--- config.mk ---
export PLATFORM = sky130hd
export DESIGN_NAME = axi_write_arbiter
export DESIGN_NICKNAME = d
export VERILOG_FILES = /design/src/rtl/axi_write_arbiter.sv
export SDC_FILE = /design/constraint.sdc
export NUM_CORES = 1
export LEC_CHECK = 0
export CORE_MARGIN = 2
export CORE_UTILIZATION = 35
export DETAILED_ROUTE_END_ITERATION = 12
export PLACE_DENSITY = 0.59
export REMOVE_ABC_BUFFERS = 1
export SLEW_MARGIN = 20
export SYNTH_ARGS = -nofsm -noshare
export SYNTH_HDL_FRONTEND = slang
export SYNTH_SLANG_ARGS = --single-unit
--- constraint.sdc ---
create_clock -name ACLK -period 4.3 [get_ports ACLK]
set_input_delay 0.86 -clock ACLK [delete_from_list [all_inputs] [get_ports ACLK]]
set_output_delay 0.86 -clock ACLK [all_outputs]
set_load 0.05 [all_outputs]
--- src/rtl/axi_write_arbiter.sv ---
// Write-path arbiter for four AXI masters: holds one registered one-hot grant
// per complete AW/W/B transaction, round-robin or fixed priority, with a stall watchdog.
module axi_write_arbiter #(
  parameter int RR_EN          = 1,
  parameter int TIMEOUT_CYCLES = 1024,
  parameter int CNT_WIDTH      = 16
) (
  input  logic       ACLK,
  input  logic       ARESET,
  input  logic       m0_AWVALID,
  input  logic       m1_AWVALID,
  input  logic       m2_AWVALID,
  input  logic       m3_AWVALID,
  input  logic       s_AWVALID,
  input  logic       m_AWREADY,
  input  logic       s_WVALID,
  input  logic       s_WLAST,
  input  logic       m_WREADY,
  input  logic       m_BVALID,
  input  logic       s_BREADY,
  output logic       m0_wgrnt,
  output logic       m1_wgrnt,
  output logic       m2_wgrnt,
  output logic       m3_wgrnt,
  output logic       wbusy,
  output logic [1:0] grant_idx,
  output logic       timeout_err
);

  typedef enum logic [1:0] {IDLE, XFER, RESP} state_t;

  localparam logic [CNT_WIDTH-1:0] TO_LIM = CNT_WIDTH'(TIMEOUT_CYCLES);

  state_t               state_q, state_d;
  logic [3:0]           grant_q, grant_d;
  logic [1:0]           idx_q, idx_d;
  logic [1:0]           ptr_q, ptr_d;
  logic                 aw_done_q, aw_done_d;
  logic                 w_done_q, w_done_d;
  logic [CNT_WIDTH-1:0] cnt_q, cnt_d;

  logic [3:0] req;
  logic       aw_hs, w_hs, wl_hs, b_hs, any_hs, expire;
  logic       win_vld;
  logic [1:0] win_idx, cand;

  assign req    = {m3_AWVALID, m2_AWVALID, m1_AWVALID, m0_AWVALID};
  assign aw_hs  = s_AWVALID & m_AWREADY;
  assign w_hs   = s_WVALID & m_WREADY;
  assign wl_hs  = w_hs & s_WLAST;
  assign b_hs   = m_BVALID & s_BREADY;
  assign any_hs = aw_hs | w_hs | b_hs;

  // Any handshake in the limit cycle counts as progress, so b_hs always beats expiry.
  assign expire = (TIMEOUT_CYCLES != 0) && (state_q != IDLE) && (cnt_q == TO_LIM) && !any_hs;

  // Candidates are scanned from lowest to highest priority so the last hit wins.
  always_comb begin
    win_vld = 1'b0;
    win_idx = 2'd0;
    cand    = 2'd0;
    if (RR_EN != 0) begin
      for (int k = 4; k >= 1; k--) begin
        cand = ptr_q + 2'(k);
        if (req[cand]) begin
          win_vld = 1'b1;
          win_idx = cand;
        end
      end
    end else begin
      for (int k = 3; k >= 0; k--) begin
        if (req[k]) begin
          win_vld = 1'b1;
          win_idx = 2'(k);
        end
      end
    end
  end

  always_comb begin
    state_d   = state_q;
    grant_d   = grant_q;
    idx_d     = idx_q;
    ptr_d     = ptr_q;
    aw_done_d = aw_done_q;
    w_done_d  = w_done_q;
    cnt_d     = cnt_q;

    if (state_q != IDLE) begin
      if (any_hs)
        cnt_d = '0;
      else if (cnt_q != '1)
        cnt_d = cnt_q + CNT_WIDTH'(1);
    end

    case (state_q)
      IDLE: begin
        if (win_vld) begin
          grant_d   = 4'b0001 << win_idx;
          idx_d     = win_idx;
          cnt_d     = '0;
          aw_done_d = 1'b0;
          w_done_d  = 1'b0;
          state_d   = XFER;
        end
      end
      XFER: begin
        aw_done_d = aw_done_q | aw_hs;
        w_done_d  = w_done_q | wl_hs;
        if ((aw_done_q | aw_hs) && (w_done_q | wl_hs))
          state_d = RESP;
      end
      RESP: begin
        if (b_hs) begin
          grant_d   = 4'b0000;
          ptr_d     = idx_q;
          aw_done_d = 1'b0;
          w_done_d  = 1'b0;
          state_d   = IDLE;
        end
      end
      default: state_d = IDLE;
    endcase

    // Abandon the stalled transaction; the offender goes to the back of the rotation.
    if (expire) begin
      grant_d   = 4'b0000;
      ptr_d     = idx_q;
      aw_done_d = 1'b0;
      w_done_d  = 1'b0;
      state_d   = IDLE;
    end
  end

  always_ff @(posedge ACLK or posedge ARESET) begin
    if (ARESET) begin
      state_q   <= IDLE;
      grant_q   <= 4'b0000;
      idx_q     <= 2'd0;
      ptr_q     <= 2'd3;
      aw_done_q <= 1'b0;
      w_done_q  <= 1'b0;
      cnt_q     <= '0;
    end else begin
      state_q   <= state_d;
      grant_q   <= grant_d;
      idx_q     <= idx_d;
      ptr_q     <= ptr_d;
      aw_done_q <= aw_done_d;
      w_done_q  <= w_done_d;
      cnt_q     <= cnt_d;
    end
  end

  assign m0_wgrnt    = grant_q[0];
  assign m1_wgrnt    = grant_q[1];
  assign m2_wgrnt    = grant_q[2];
  assign m3_wgrnt    = grant_q[3];
  assign wbusy       = |grant_q;
  assign grant_idx   = idx_q;
  assign timeout_err = expire;

endmodule

### Word-level counts from Yosys, hierarchy flattened

Cells that the tools add are included.

| operators by class | value |
|---|---|
| shift-type cells | 1 |
| magnitude comparators | 4 |
| muxes and demuxes | 39 |
| add/sub/neg operators | 4 |
| reduce and logical (&&, ||, !) cells | 16 |
| bitwise logic cells | 8 |
| equal/unequal tests | 7 |

Operators by type and width:

| cell | number |
|---|---|
| two-way mux 16 bit | 5 |
| two-way mux 2 bit | 11 |
| adder 16 x 1 -> 16 bit, second input constant | 1 |
| equality test 16 x 11 -> 1 bit, second input constant | 1 |
| inequality test 16 bit, second input constant | 1 |
| < comparator 2 x 3 -> 1 bit, second input constant | 4 |
| two-way mux 1 bit | 12 |
| two-way mux 4 bit | 3 |
| inequality test 3 bit, second input constant | 3 |
| AND reduction 3 bit | 3 |
| binary-select mux 1 bit (select 2 bit) | 4 |
| case mux 4 bit (2 select lines) | 1 |
| case mux 1 bit (3 select lines) | 2 |
| case mux 2 bit (3 select lines) | 1 |
| nonzero test 2 bit | 3 |
| adder 2 bit, second input constant | 2 |
| AND 1 bit | 4 |
| OR 1 bit | 4 |
| AND reduction 2 bit | 2 |
| nonzero test 4 bit | 1 |
| OR reduction 4 bit | 1 |
| left shift 1 x 2 -> 4 bit, first input constant | 1 |
| logical AND 1 bit | 3 |
| nonzero test 3 bit | 1 |
| 5 further kinds | 5 |

| storage, ports and cells | value |
|---|---|
| bits of input ports | 13 |
| register bits | 28 |
| output and inout port bits | 8 |

### Depth between registers and ports, before layout

Gate-level depths: netlist of the first run.

| logic depth | value |
|---|---|
| depth after elaboration | 10 |
| gate-level depth with buffers | 7 |

### Least setup slack after synthesis of the first run

No wires, ideal clock.

| path | value |
|---|---|
| path kind | input to output |
| from | input port s_AWVALID |
| to | output port timeout_err |
| stages | 4 |
| setup slack | 0.798 ns |
| arrival | 2.642 ns |
| required time | 3.440 ns |
| cell sequence | a22o_1 > or2_2 > clkbuf_1 > nor3_1 |

| between the ends | value |
|---|---|
| word-level cells in the longest chain between the ends | 5 |

Ends and longest elaborated chain:

| item | RTL line | source |
|---|---|---|
| from (decl) | 14 | `input logic s_AWVALID,` |
| AND 1 bit | 48 | `assign aw_hs = s_AWVALID & m_AWREADY;` |
| OR 1 bit (2 in series) | 52 | `assign any_hs = aw_hs \| w_hs \| b_hs;` |
| zero test 1 bit | 55 | `assign expire = (TIMEOUT_CYCLES != 0) && (state_q != IDLE) && (cnt_q == TO_LIM) && !any_hs;` |
| logical AND 1 bit | 55 |  |
| to (decl) | 27 | `output logic timeout_err` |

Every way passes these cells.

### Final worst setup path of the first run

Ends and elaborated chain as after synthesis.

==> results.sh, run 1 <==
export IMPL_outcome="finished clean"
export IMPL_grt_max_degree=29
export IMPL_p_per_area_mw_per_mm2=516
export IMPL_netlist_instances=191
export IMPL_area_delta_synth_final_pct=18.1
export IMPL_n_fill_cell=469
export IMPL_startpoint_type="primary input"
export IMPL_htreeDepth=1
export IMPL_rsz0062_at_grt="no"
export IMPL_skew_ps=2.33
export IMPL_viasPerCell=5.66
export IMPL_diodes=0
export IMPL_cts_root_buf="clkbuf_8"
export IMPL_tritoncts="built"
export IMPL_holdWs_ps=535
export IMPL_grt_pass1_vias=1457
export IMPL_crit_path_frequent_cell="clkdlybuf4s50_1"
export IMPL_syn_area_mm2=0.00171
export IMPL_antenna_found_initial=0
export IMPL_grt_pass1_wl_mm=6.99
export IMPL_final_common_cell="dfrtp_1"
export IMPL_cp_end_kind="output pin"
export IMPL_setup_violations=0
export IMPL_finalCritPeriodShare=0.898
export IMPL_initial_core_util=0.363
export IMPL_p_leak_nw=0.758
export IMPL_clkSinkCount=28
export IMPL_clock_fmax_mhz=259
export IMPL_clk_path_buf_depth=2
export IMPL_relSlewSlack=0.333
export IMPL_synth_cell_types=45
export IMPL_via_count=1561
export IMPL_yosysWarnings=0
export IMPL_worst_pin_slew_ps=991
export IMPL_drt_pass1_iter_count=4
export IMPL_ctsResizeCount=0
export IMPL_finalPower_mw=1.04
export IMPL_netlist_area_leader_share=0.380
export IMPL_rows=25
export IMPL_die_w_um=74.0
export IMPL_gp_congestion=0.859
export IMPL_synth_area_leaders="dfrtp_1 38%, a21oi_1 4.4%, nand2_1 4.2%"
export IMPL_finalCriticalPeriod_ps=3860
export IMPL_fin_nets=225
export IMPL_drt_iter0_drc=142
export IMPL_dp_hpwl_mm=2.96
export IMPL_ctsHoldBuffers=0
export IMPL_crit_path_cell_trace="clkdlybuf4s50_1 > a22o_1 > or2_2 > nor3_1 > clkdlybuf4s50_1"
export IMPL_cp_required_ps=3440
export IMPL_regArea_um2=703
export IMPL_maxCapViolations=0
export IMPL_drc=0
export IMPL_io_buffers=20
export IMPL_path_class="in2out"
export IMPL_synth_area_per_cell_um2=8.97
export IMPL_ys_seq_elements=28
export IMPL_drive_above_1_share=0.100
export IMPL_wl_per_cell_um=14.8
export IMPL_fp_dieH_um=74.0
export IMPL_slowest_delay_ps=830
export IMPL_slew_violations=0
export IMPL_finalHoldViolCount=0
export IMPL_grt_usage=0.164
export IMPL_mostFrequentLayoutCells="26 x dfrtp_1, 20 x clkdlybuf4s50_1, 19 x nand2_1, 15 x a21oi_1, 11 x nor2_1"
export IMPL_clk_pin_slew_worst_paths_ps=100
export IMPL_die_area_mm2=0.00547
export IMPL_post_cts_setup_buffer_count=0
export IMPL_io_pins=21
export IMPL_overflow=0
export IMPL_synth_top_cell_by_area="dfrtp_1"
export IMPL_ant_nets=0
export IMPL_core_area_mm2=0.00472
export IMPL_cp_max_fo=6
export IMPL_finalSetupTns_ps=0
export IMPL_arrival_ps=3000
export IMPL_seq_area_frac_synth=0.410
export IMPL_multi_input_area_um2=925
export IMPL_slowest_stage="clkdlybuf4s50_1"
export IMPL_drt_total_wl_mm=4.09
export IMPL_clock_latency_ps=280
export IMPL_vdd_drop_max_mv=0.384
export IMPL_cts_buffers=3
export IMPL_min_path_type="reg2reg"
## report_power, final
part / internal (mW) / switching, mW
Sequential: 0.326 / 0.0563
Clock: 0.125 / 0.0899
Combinational: 0.159 / 0.288
Total: 0.609 / 0.434
## cell families after synthesis
family          after synthesis  share of synthesized area
fa+ha+maj                     2                     0.0146
buf+inv                      15                     0.0540
mux                           2                     0.0131
compound gates               59                      0.226
flops                        28                      0.410
simple gates                 85                      0.282
## layer usage
layer | track usage | up-vias | part of all wire
met4 | 0.0364 | 0 | 0.013
met1 | 0.245 | 735 | 0.49
met2 | 0.240 | 40 | 0.45
li1 | - | 779 | -
met3 | 0.0393 | 7 | 0.047
met5 | 0 | - | 0
## final timing paths
kind	endpoint	slack (ps)	start	cells past startpoint
min in group asynchronous	cnt_q[3]$_DFF_PP0_	930	ARESET	3
setup reg to reg	cnt_q[0]$_DFF_PP0_	2170	cnt_q[1]$_DFF_PP0_	6
setup / recovery	timeout_err	440	s_AWVALID	5
hold / removal	aw_done_q$_DFFE_PP0P_	540	aw_done_q$_DFFE_PP0P_	2
hold reg to reg	aw_done_q$_DFFE_PP0P_	540	aw_done_q$_DFFE_PP0P_	2
max in group asynchronous	ptr_q[0]$_DFFE_PP1P_	3060	ARESET	3
## critical path, delay by kind of cell
family | cells | cell delay, ps
buffers and inverters | 2 | 1270
AND/OR/NAND/NOR | 2 | 570
AO/OA/AOI/OAI | 1 | 300
## state kept, by name, indices dropped and copies added (netlist names)
name	count
ptr_q	2
grant_q	4
state_q	2
cnt_q	16
w_done_q	1
grant_idx	2
aw_done_q	1
## area by class of cell
type	count	area share
clock buffers	3	0.0204
clock inverters	1	0.0148
inverters	7	0.0130
multi-input cells	148	0.457
flip-flops and latches	28	0.347
well taps	67	0.0414
repair buffers	22	0.106
## stage by stage
step / util / cells / setup WS, ps / instance area (um2)
after floorplan: - / 183 / 880 / 1650
after global placement: 0.412 / 272 / 434 / 1950
after detailed placement: 0.414 / 272 / 442 / 1950
after CTS: 0.429 / 276 / 440 / 2020
after global routing: 0.429 / 276 / 325 / 2020
final: 0.429 / 276 / 438 / 2020
## cell usage after synthesis (all sizes together)
| cell | n |
|---|---|
| nor4b | 1 |
| nand2b | 3 |
| a211oi | 1 |
| dfrtp | 26 |
| a22o | 1 |
| buf | 2 |
| o22ai | 6 |
| nand2 | 19 |
| or4 | 10 |
| o31ai | 5 |
| nor4 | 8 |
| o211ai | 4 |
| mux2 | 2 |
| a21oi | 15 |
| and4 | 1 |
| nor2 | 11 |
| nor3b | 1 |
| o21ai | 9 |
| o32ai | 1 |
| dfstp | 2 |
| or2 | 3 |
| a21boi | 1 |
| o2bb2ai | 1 |
| a41o | 2 |
| nand4 | 7 |
| inv | 7 |
| o22a | 2 |
| clkbuf | 6 |
| nand3b | 1 |
| a211o | 3 |
| or3 | 6 |
| ha | 2 |
| a31oi | 5 |
| a22oi | 2 |
| a311oi | 1 |
| nor3 | 4 |
| nand3 | 9 |
| and3 | 1 |
(Power assumes the default switching activity.)
==> run 2, diff against run 1 <==
PLACE_DENSITY = 0.56   (was 0.59)
==> results.sh, run 2 (synthesis results as in run 1) <==
export IMPL_outcome="finished clean"
export IMPL_clock_power_share=0.167
export IMPL_finalSetupTns_ps=0
export IMPL_largest_reg_flops=16
export IMPL_top_regs="cnt_q (16), grant_q (4)"
export IMPL_die_area_mm2=0.00547
export IMPL_rr_worst_depth=4
export IMPL_min_from="aw_done_q$_DFFE_PP0P_"
export IMPL_post_cts_setup_buffer_count=0
export IMPL_viasPerCell=5.91
export IMPL_fp_dieH_um=74.0
export IMPL_final_common_cell="dfrtp_1"
export IMPL_gp_congestion=0.826
export IMPL_ctsHoldBuffers=0
export IMPL_intPower_mw=0.566
export IMPL_clkSinkCount=28
export IMPL_r2r_end="cnt_q[15]$_DFF_PP0_"
export IMPL_io_buffers=20
export IMPL_startpoint="s_AWVALID"
export IMPL_cp_end_kind="output pin"
export IMPL_finalCriticalPeriod_ps=3870
export IMPL_setup_violations=0
export IMPL_grt_usage=0.169
export IMPL_overflow=0
export IMPL_power_switching_mw=0.428
export IMPL_mostFrequentLayoutCells="26 x dfrtp_1, 20 x clkdlybuf4s50_1, 19 x nand2_1, 15 x a21oi_1, 11 x nor2_1"
export IMPL_seqPwrFrac=0.385
export IMPL_finalHoldViolCount=0
export IMPL_initial_core_util=0.363
export IMPL_whs_path_depth=2
export IMPL_cts_buffers=3
export IMPL_r2r_slack_ps=2280
export IMPL_slowest_delay_ps=840
export IMPL_drive_above_1_share=0.0962
export IMPL_cp_max_fo=6
export IMPL_comb_power_share=0.448
export IMPL_min_path_type="reg2reg"
export IMPL_cp_required_ps=3440
export IMPL_vdd_drop_max_mv=0.389
export IMPL_grt_max_degree=29
export IMPL_fin_nets=224
export IMPL_p_per_area_mw_per_mm2=498
export IMPL_drt_pass1_iter_count=4
export IMPL_dp_hpwl_mm=3.21
export IMPL_htreeDepth=1
export IMPL_ant_nets=0
export IMPL_diodes=0
export IMPL_rsz0062_at_grt="no"
export IMPL_hold_end="aw_done_q$_DFFE_PP0P_"
export IMPL_switching_share=0.431
export IMPL_die_w_um=74.0
export IMPL_slew_violations=0
export IMPL_met3_usage=0.0217
export IMPL_clk_pin_slew_worst_paths_ps=90
export IMPL_clock_fmax_mhz=258
export IMPL_finalCritPeriodShare=0.900
export IMPL_arrival_ps=3010
export IMPL_worst_pin_slew_ps=977
export IMPL_crit_path_cell_trace="clkdlybuf4s50_1 > a22o_1 > or2_2 > nor3_1 > clkdlybuf4s50_1"
export IMPL_grt_pass1_vias=1573
export IMPL_maxCapViolations=0
export IMPL_drt_iter0_drc=75
export IMPL_slowest_stage="clkdlybuf4s50_1"
export IMPL_antenna_found_initial=0
export IMPL_skew_ps=8.71
export IMPL_p_leak_nw=0.745
export IMPL_r2r_start="cnt_q[5]$_DFF_PP0_"
export IMPL_use_met2=0.277
export IMPL_ctsResizeCount=0
export IMPL_crit_path_frequent_cell="clkdlybuf4s50_1"
export IMPL_drc=0
export IMPL_drt_total_wl_mm=4.26
export IMPL_core_area_mm2=0.00472
export IMPL_io_pins=21
export IMPL_top_usage_layer="met2"
export IMPL_clock_latency_ps=280
export IMPL_grtUsageMet1=0.228
export IMPL_instances_no_fill=275
export IMPL_relSlewSlack=0.342
export IMPL_startpoint_type="primary input"
export IMPL_grt_pass1_wl_mm=7.25
export IMPL_path_class="in2out"
export IMPL_wl_per_cell_um=15.5
export IMPL_dp_cells=271
export IMPL_rows=25
export IMPL_tritoncts="built"
export IMPL_largest_register="cnt_q"
export IMPL_cts_root_buf="clkbuf_8"
export IMPL_via_count=1625
export IMPL_clk_path_buf_depth=2
export IMPL_area_delta_synth_final_pct=16.4
==> run 2: critical path, delay by kind of cell <==
family	cells	cell delay, ps
AOI/OAI and AO/OA	1	300
and+or+nand+nor	2	570
buffers and inverters	2	1290
==> run 2: area by class of cell <==
| class | instances | area, um2 |
|---|---|---|
| clock buffers | 4 | 55.1 |
| fillers | 463 | 2730 |
| inverters | 7 | 26.3 |
| multi-input cells | 148 | 918 |
| flip-flops and latches | 28 | 703 |
| well taps | 67 | 83.8 |
| repair buffers | 21 | 208 |
==> run 2: metrics by stage <==
step / util / hold WS (ps) / total power, mW / setup WS [ps] / area, um2
4_1_cts: 0.422 / 541 / 0.999 / 434 / 1990
3_5_place_dp: 0.411 / 524 / 0.829 / 432 / 1940
3_3_place_gp: 0.411 / 528 / 0.825 / 467 / 1940
5_1_grt: 0.422 / 583 / 1.06 / 335 / 1990
6_report: 0.422 / 536 / 0.994 / 428 / 1990
2_1_floorplan: - / 502 / 0.688 / 880 / 1650
==> run 2: how the worst max path moves through the flow <==
stage / to / slack (ps)
global route: timeout_err / 330
finish: timeout_err / 430
CTS: timeout_err / 430
floorplan: timeout_err / 880
global placement: timeout_err / 470
detailed placement: timeout_err / 430
==> run 2: power by group through the flow <==
stage | registers [mW] | logic (mW) | clock network (mW)
after floorplan | 0.453 | 0.236 | 0
after global placement | 0.385 | 0.440 | 0
after detailed placement | 0.386 | 0.443 | 0
after CTS | 0.382 | 0.446 | 0.171
after global routing | 0.392 | 0.485 | 0.182
final | 0.383 | 0.445 | 0.166
==> run 2: routing by layer <==
| layer | wire length [um] | up-vias |
|---|---|---|
| met4 | 85 | 0 |
| met5 | 0 | - |
| met3 | 192 | 11 |
| met2 | 2000 | 53 |
| met1 | 1990 | 782 |
| li1 | - | 779 |
==> run 3, diff against run 2 <==
CORE_MARGIN = 5   (was 2)
==> results.sh, run 3 (synthesis results as in run 1) <==
export IMPL_htreeDepth=1
export IMPL_clk_pin_slew_worst_paths_ps=90
export IMPL_cp_max_fo=6
export IMPL_grt_pass1_vias=1478
export IMPL_io_buffers=20
export IMPL_viasPerCell=5.58
export IMPL_largest_reg_flops=16
export IMPL_fp_dieH_um=80.0
export IMPL_drt_iter0_drc=133
export IMPL_drive_above_1_share=0.0957
export IMPL_finalSetupTns_ps=0
export IMPL_rsz0062_at_grt="no"
export IMPL_antenna_found_initial=0
export IMPL_slowest_delay_ps=830
export IMPL_p_per_area_mw_per_mm2=490
export IMPL_drt_pass1_iter_count=4
export IMPL_worst_pin_slew_ps=815
export IMPL_final_common_cell="dfrtp_1"
export IMPL_drc=0
export IMPL_grt_max_degree=18
export IMPL_top_regs="cnt_q (16), grant_q (4)"
export IMPL_ctsHoldBuffers=0
export IMPL_vdd_drop_max_mv=0.297
export IMPL_area_delta_synth_final_pct=16.4
export IMPL_whs_path_depth=2
export IMPL_clkSinkCount=28
export IMPL_cp_end_kind="output pin"
export IMPL_p_leak_nw=0.749
export IMPL_path_class="in2out"
export IMPL_io_pins=21
export IMPL_grt_pass1_wl_mm=7.26
export IMPL_outcome="finished clean"
export IMPL_clk_path_buf_depth=2
export IMPL_finalCritPeriodShare=0.900
export IMPL_crit_path_frequent_cell="clkdlybuf4s50_1"
export IMPL_rows=25
export IMPL_cts_root_buf="clkbuf_8"
export IMPL_regArea_um2=703
export IMPL_n_fill_cell=493
export IMPL_ctsResizeCount=0
export IMPL_overflow=0
export IMPL_startpoint_type="primary input"
export IMPL_cts_buffers=3
export IMPL_post_cts_setup_buffer_count=0
export IMPL_initial_core_util=0.361
export IMPL_gp_congestion=0.838
export IMPL_core_area_mm2=0.00475
export IMPL_maxCapViolations=0
export IMPL_grt_usage=0.144
export IMPL_rr_worst_depth=5
export IMPL_die_w_um=80.0
export IMPL_multi_input_area_um2=918
export IMPL_setup_violations=0
export IMPL_crit_path_cell_trace="clkdlybuf4s50_1 > a22o_1 > or2_2 > nor3_1 > clkdlybuf4s50_1"
export IMPL_cp_required_ps=3440
export IMPL_min_path_type="reg2reg"
export IMPL_slew_violations=0
export IMPL_fin_util=0.420
export IMPL_slowest_stage="clkdlybuf4s50_1"
export IMPL_skew_ps=4.78
export IMPL_dp_hpwl_mm=3.28
export IMPL_die_area_mm2=0.00640
export IMPL_drt_total_wl_mm=4.31
export IMPL_mostFrequentLayoutCells="26 x dfrtp_1, 20 x clkdlybuf4s50_1, 19 x nand2_1, 15 x a21oi_1, 11 x nor2_1"
export IMPL_diodes=0
export IMPL_clock_fmax_mhz=258
export IMPL_clock_latency_ps=280
export IMPL_via_count=1539
export IMPL_tritoncts="built"
export IMPL_finalHoldViolCount=0
export IMPL_ant_nets=0
export IMPL_fin_nets=226
export IMPL_largest_register="cnt_q"
export IMPL_wl_per_cell_um=15.6
export IMPL_finalCriticalPeriod_ps=3870
export IMPL_relSlewSlack=0.452
export IMPL_arrival_ps=3010
run 3: cell types whose count changed in the layout (fill, tap and decap cells not counted), sizes merged:
cell and delta:
buf +2, clkbuf -1
run 3: final cells by class:
type	instances	area share
multi-input combinational	148	0.460
sequential	28	0.352
timing repair buffer	23	0.112
tap	67	0.0420
clock buffer	3	0.0207
inverter	7	0.0132
run 3: metal layers:
layer  global-route usage  part of all wire  vias up
met1                0.205              0.49      718
met4               0.0304            0.0079        0
li1                     -                 -      782
met5                    0                 0        -
met3               0.0293             0.047        4
met2                0.223              0.45       35
run 3: report_power, final:
group          internal (mW)  total (mW)  leakage [nW]  switching [mW]
Clock                 0.0630       0.146        0.0216          0.0831
Combinational          0.159       0.450         0.359           0.291
Sequential             0.326       0.383         0.369          0.0569
Total                  0.548       0.979         0.749           0.431
run 3: final timing paths:
check	from	slack, ps	end
setup / recovery	s_AWVALID	430	timeout_err
hold / removal	aw_done_q$_DFFE_PP0P_	550	aw_done_q$_DFFE_PP0P_
setup reg to reg	cnt_q[1]$_DFF_PP0_	2250	cnt_q[2]$_DFF_PP0_
hold reg to reg	aw_done_q$_DFFE_PP0P_	550	aw_done_q$_DFFE_PP0P_
max in group asynchronous	ARESET	2620	ptr_q[1]$_DFFE_PP1P_
min in group asynchronous	ARESET	980	cnt_q[8]$_DFF_PP0_
run 3: worst max-delay path: cells and delay by family:
family	cells	cell delay [ps]
buffers and inverters	2	1270
AND/OR/NAND/NOR	2	580
AO/OA/AOI/OAI	1	300
run 3: stage by stage:
step                instance area, um2  hold WS (ps)  power, mW  instances  setup slack (ps)
floorplan                         1650           502      0.688        183               880
global placement                  1950           525      0.839        273               463
detailed placement                1950           537      0.839        273               443
CTS                               2000           557      0.987        276               442
global route                      2000           590       1.06        276               366
finish                            2000           550      0.979        276               431
==> RTL edit 1: new RTL, flow settings as in run 1 <==
Encoding of `state_t`: now one-hot (3 bits for 3 states).
--- a/src/rtl/axi_write_arbiter.sv
+++ b/src/rtl/axi_write_arbiter.sv
@@ -29,3 +29,3 @@
 
-  typedef enum logic [1:0] {IDLE, XFER, RESP} state_t;
+  typedef enum logic [2:0] {IDLE = 3'b001, XFER = 3'b010, RESP = 3'b100} state_t;
 
Behaviour: same outputs for any inputs over 10 cycles, from zero or initial values and one cycle with ARESET high; not proved beyond that.
==> RTL edit 1 against run 1 <==
Combinational power increased by 6.7%. Sequential cell count increased by 1. Cell area increased by 8.2%. Synthesized area increased by 5.0%. Clock skew increased by 0.0075 ns. Worst setup slack improved by 0.47 ns. Synthesized cell count increased by 1.0%. Routed wire length increased by 1.2%. Register-to-register slack got worse by 0.14 ns. Largest cell class unchanged. Sequential share of layout area decreased by 1.4 points. Sequential power increased by 2%. Total power increased by 11%.
==> RTL edit 1: results (changes against run 1) <==
| Metric | Value |
|---|---|
| Hold Crit Class | register to register (unchanged) |
| GRT Overall Usage | 0.159 (was 0.164) |
| Main flop type after synthesis | dfrtp_1 (unchanged) |
| Clk buf depth | 2 (unchanged) |
| Rel. slew slack | 0.326 (was 0.333) |
| Post-synth top cells | 26 x dfrtp_1, 21 x a21oi_1, 14 x nand2_1, 10 x o21ai_0 (was 26 x dfrtp_1, 19 x nand2_1, 15 x a21oi_1, 11 x nor2_1) |
| Number of cells on the worst reg-to-reg path | 5 (was 6) |
| DRT iter0 DRCs | 115 (was 142) |
| Sequential area share after synthesis | 0.405 (was 0.410) |
| Largest stage delay, worst path | 0.53 ns (was 0.83 ns) |
| Final Net Count | 233 (was 225) |
| Post-DP HPWL | 2.94 mm (was 2.96 mm) |
| CTS Root Cell | clkbuf_8 (unchanged) |
| Worst-path maximum fanout | 9 (was 6) |
| Final Skew | 0.00979 ns (was 0.00233 ns) |
| Synth warnings | 0 (unchanged) |
| Post-CTS sizing | 0 (unchanged) |
| Crit path DAT | 2.53 ns (was 3.00 ns) |
| Slowest-stage cell, CP | a222oi_1 (was clkdlybuf4s50_1) |
| Outcome | finished clean (unchanged) |
| Registers with the most flip-flops | cnt_q: 16 flops, grant_q: 4 flops, state_q: 3 flops (was cnt_q: 16 flops, grant_q: 4 flops) |
| Worst skew pair latency | ~0.29 ns |
| Port bufs | 20 (unchanged) |
| Overall routed net length | 4.14 mm (was 4.09 mm) |
| CTS buffer count | 5 (was 3) |
| Dpl ws | 0.929 ns (was 0.442 ns) |
| Number of H-tree levels | 2 (was 1) |
| Fillers | 495 (was 469) |
| Share of cells above drive strength 1 | 0.123 (was 0.100) |
| Synth area leaders | dfrtp_1 36%, a21oi_1 5.8%, dfstp_2 4.4% (was dfrtp_1 38%, a21oi_1 4.4%, nand2_1 4.2%) |
| Via count | 1581 (was 1561) |
| Max cap viols | 0 (unchanged) |
| Maximum vdd drop | 0.000344 V (was 0.000384 V) |
| Global-route wire length before repair | 6.89 mm (was 6.99 mm) |
| Drt pass-1 iters | 4 (unchanged) |
| Gp weighted congestion | 0.842 (was 0.859) |
| Initial antenna violation count | 0 (unchanged) |
| Cell variety after synth | 52 (was 45) |
| Worst-path clk slew | 0.08 ns (was 0.10 ns) |
| Vias in the first global route | 1498 (was 1457) |
| Antenna Cells | 0 (unchanged) |
| Ys async rst share | 1.00 (unchanged) |
| Hold path depth | 1 (was 2) |
| Post-CTS Setup Repair Bufs | 0 (unchanged) |
| Cell Area, Placed | 2080 sq um (was 1950 sq um) |
| P_leak | 0.847 nW (was 0.758 nW) |
| Largest net degree at the start of global routing | 30 (was 29) |
RTL edit 1: cell types whose count changed after synthesis, moves of 3 or more:
cell and delta:
or2_2 -3, o21ai_1 +5, a31oi_1 -3, a21oi_1 +6, a211o_1 -3, a21o_1 +4
buf_2 +3, o211ai_1 -4, nor2b_1 +4, o2bb2ai_1 +3, nor2_1 -4, clkbuf_1 -3
nor3_1 -4, nand2_1 -5
RTL edit 1: per-stage QoR:
stage               instances  total power [mW]  utilization
finish                    289              1.16        0.434
global placement          281             0.875        0.412
detailed placement        281             0.873        0.412
CTS                       289              1.17        0.434
global route              289              1.23        0.434
floorplan                 187             0.710            -
RTL edit 1: final timing paths:
check,start,end,slack (ns)
setup / recovery,s_AWVALID,timeout_err,0.91
setup reg to reg,cnt_q[0],cnt_q[5],2.03
hold / removal,grant_idx[0],grant_idx[0],0.52
hold reg to reg,grant_idx[0],grant_idx[0],0.52
min in group asynchronous,ARESET,grant_q[0],0.95
max in group asynchronous,ARESET,state_q[0],3.03
RTL edit 1: metal layers:
metal | wire (um) | vias up | GRT usage
li1 | - | 807 | -
met1 | 2070 | 747 | 0.211
met2 | 1890 | 21 | 0.253
met3 | 120 | 6 | 0.0410
met4 | 59 | 0 | 0.0565
met5 | 0 | - | 0
RTL edit 1: cells by family (layout without fill, tap and decap cells):
group / after synthesis / in the layout / share of synthesized area
buffers and inverters: 14 / 40 / 0.0459
adder cells (fa/ha/maj): 2 / 2 / 0.0139
AND/OR/NAND/NOR: 80 / 80 / 0.285
multiplexers: 4 / 4 / 0.0264
flip-flops: 29 / 29 / 0.405
AO/OA/AOI/OAI: 64 / 64 / 0.224
RTL edit 1: worst max-delay path, delay by kind of cell:
kind,cells,cell delay [ns]
AOI/OAI and AO/OA,1,0.53
buffers and inverters,3,0.77
and+or+nand+nor,2,0.37
RTL edit 1: where the power goes:
part / internal [mW] / switching, mW / leakage (nW) / total [mW]
logic: 0.174 / 0.304 / 0.409 / 0.477
registers: 0.331 / 0.0576 / 0.384 / 0.389
clock network: 0.173 / 0.118 / 0.0543 / 0.291
total: 0.678 / 0.479 / 0.847 / 1.16
RTL edit 1: layout make-up:
cell class                 count  area share
inverter                       8      0.0137
timing repair buffer          24       0.110
clock inverter                 3      0.0211
multi-input combinational    150       0.451
tap                           70      0.0400
clock buffer                   5      0.0314
sequential                    29       0.333
==> RTL edit 2: new RTL, config.mk and constraints of run 1 <==
Without the edit above. Set the parameter `RR_EN` to 0 (it was 1).
--- a/src/rtl/axi_write_arbiter.sv
+++ b/src/rtl/axi_write_arbiter.sv
@@ -3,3 +3,3 @@
 module axi_write_arbiter #(
-  parameter int RR_EN          = 1,
+  parameter int RR_EN          = 0,
   parameter int TIMEOUT_CYCLES = 1024,
Behaviour: not the same (Yosys sat finds a counterexample within 10 cycles, from zero or initial values and one cycle with ARESET high).
==> RTL edit 2 against run 1 <==
Routed wire length down 6.3%. Register-to-register slack better by 0.12 ns. Synthesized area down 5.5%. Sequential share of layout area about the same. Total power down 13%. Cell area down 7.4%. Utilization down 0.40 points. Final cell count down 11%. Sequential cell count down 2. Combinational power down 11%. Non-clock buffer count down 2. Worst setup slack better by 0.29 ns.
==> RTL edit 2: results (changes against run 1) <==
| Metric | Value |
|---|---|
| Maximum vdd drop | 0.000366 V (was 0.000384 V) |
| P_leak | 0.729 nW (was 0.758 nW) |
| Outcome | finished clean (unchanged) |
| Hold Crit Class | register to register (unchanged) |
| Sw frac | 0.431 (was 0.416) |
| Hold_sp | grant_idx[1] (was aw_done_q) |
| Cell variety after synth | 50 (was 45) |
| Post-CTS Setup Repair Bufs | 0 (unchanged) |
| R2r setup slk | 2.29 ns (was 2.17 ns) |
| GRT Overall Usage | 0.158 (was 0.164) |
| Worst reg2reg endpoint | cnt_q[7] (was cnt_q[0]) |
| DRT iter0 DRCs | 88 (was 142) |
| Sequential area share after synthesis | 0.402 (was 0.410) |
| Hold Path End | grant_idx[1] (was aw_done_q) |
| DR WL/cell | 15.6 um (was 14.8 um) |
| Fillers | 431 (was 469) |
| Ys async rst share | 1.00 (unchanged) |
| Final Skew | 0.00379 ns (was 0.00233 ns) |
| Worst-path maximum fanout | 4 (was 6) |
| Post-synth top cells | 26 x dfrtp_1, 16 x a21oi_1, 16 x nand2_1, 15 x o21ai_0, 12 x nor2_1 (was 26 x dfrtp_1, 19 x nand2_1, 15 x a21oi_1, 11 x nor2_1) |
| Worst-path clk slew | 0.09 ns |
| Critical R2R Launch | state_q[1] (was cnt_q[1]) |
| Final Net Count | 209 (was 225) |
| Vias in the first global route | 1425 (was 1457) |
| Crit path DAT | 2.71 ns (was 3.00 ns) |
| Port bufs | 20 (unchanged) |
| Largest stage delay, worst path | 0.85 ns (was 0.83 ns) |
| Post-DP HPWL | 2.77 mm (was 2.96 mm) |
| Gp weighted congestion | 0.828 (was 0.859) |
| Hold path depth | 1 (was 2) |
| Largest net degree at the start of global routing | 27 (was 29) |
| Synth area leaders | dfrtp_1 40%, a21oi_1 4.9%, o21ai_0 4.6% (was dfrtp_1 38%, a21oi_1 4.4%, nand2_1 4.2%) |
## RTL edit 2: cell count changes in the layout (fill, tap and decap cells not counted), moves of 3 or more
cell             run 1  this run
nand3_1              9         5
nand2_1             19        16
or2_2                3         0
inv_1                7         3
o22ai_1              6         1
o211ai_1             4         1
a211o_1              3         0
o21ai_0              9        15
## RTL edit 2: per-stage QoR
step           setup slack, ns  cell area, sq um  utilization  hold slack, ns  total power, mW
6_report                 0.727              1870        0.425           0.517            0.913
5_1_grt                  0.634              1870        0.425           0.534            0.971
4_1_cts                  0.731              1870        0.425           0.524            0.919
3_5_place_dp             0.754              1820        0.412           0.502            0.756
3_3_place_gp             0.803              1820        0.412           0.483            0.750
2_1_floorplan             1.20              1550            -           0.529            0.619
## RTL edit 2: worst register-to-register path: stages, from the launching register on
cell	delay, ns
dfrtp_1	0.55
or2_1	0.37
nand2b_1	0.27
or4_2	0.59
a21oi_1	0.16
## RTL edit 2: how the worst max path moves through the flow
stage | cells past startpoint | endpoint | slack (ns) | startpoint
finish | 5 | timeout_err | 0.73 | m_BVALID
global route | 5 | timeout_err | 0.63 | m_BVALID
CTS | 5 | timeout_err | 0.73 | m_BVALID
detailed placement | 5 | timeout_err | 0.75 | m_BVALID
global placement | 5 | timeout_err | 0.80 | m_BVALID
floorplan | 3 | timeout_err | 1.20 | m_BVALID
## RTL edit 2: per-layer routing
| metal | global-route usage | wire length [um] | vias up |
|---|---|---|---|
| li1 | - | - | 717 |
| met1 | 0.214 | 1890 | 713 |
| met2 | 0.256 | 1760 | 33 |
| met3 | 0.0222 | 123 | 6 |
| met4 | 0.0650 | 58 | 0 |
| met5 | 0 | 0 | - |
## RTL edit 2: cell type report
class,instances,area share
Inverter,4,0.00801
Multi-Input combinational cell,139,0.474
Sequential cell,26,0.347
Timing Repair Buffer,20,0.107
Tap cell,52,0.0347
Clock buffer,4,0.0294
## RTL edit 2: cell families after synthesis
family / Yosys count / synth area share
AOI/OAI and AO/OA: 56 / 0.219
adders and majority gates: 2 / 0.0155
and+or+nand+nor: 81 / 0.314
buffers and inverters: 12 / 0.0494
DFF: 26 / 0.402
## RTL edit 2: power groups by stage
stage | registers [mW] | clock network, mW | logic (mW)
after floorplan | 0.423 | 0 | 0.196
after global placement | 0.350 | 0 | 0.400
after detailed placement | 0.355 | 0 | 0.401
after CTS | 0.350 | 0.166 | 0.404
after global routing | 0.357 | 0.177 | 0.437
final | 0.351 | 0.162 | 0.400
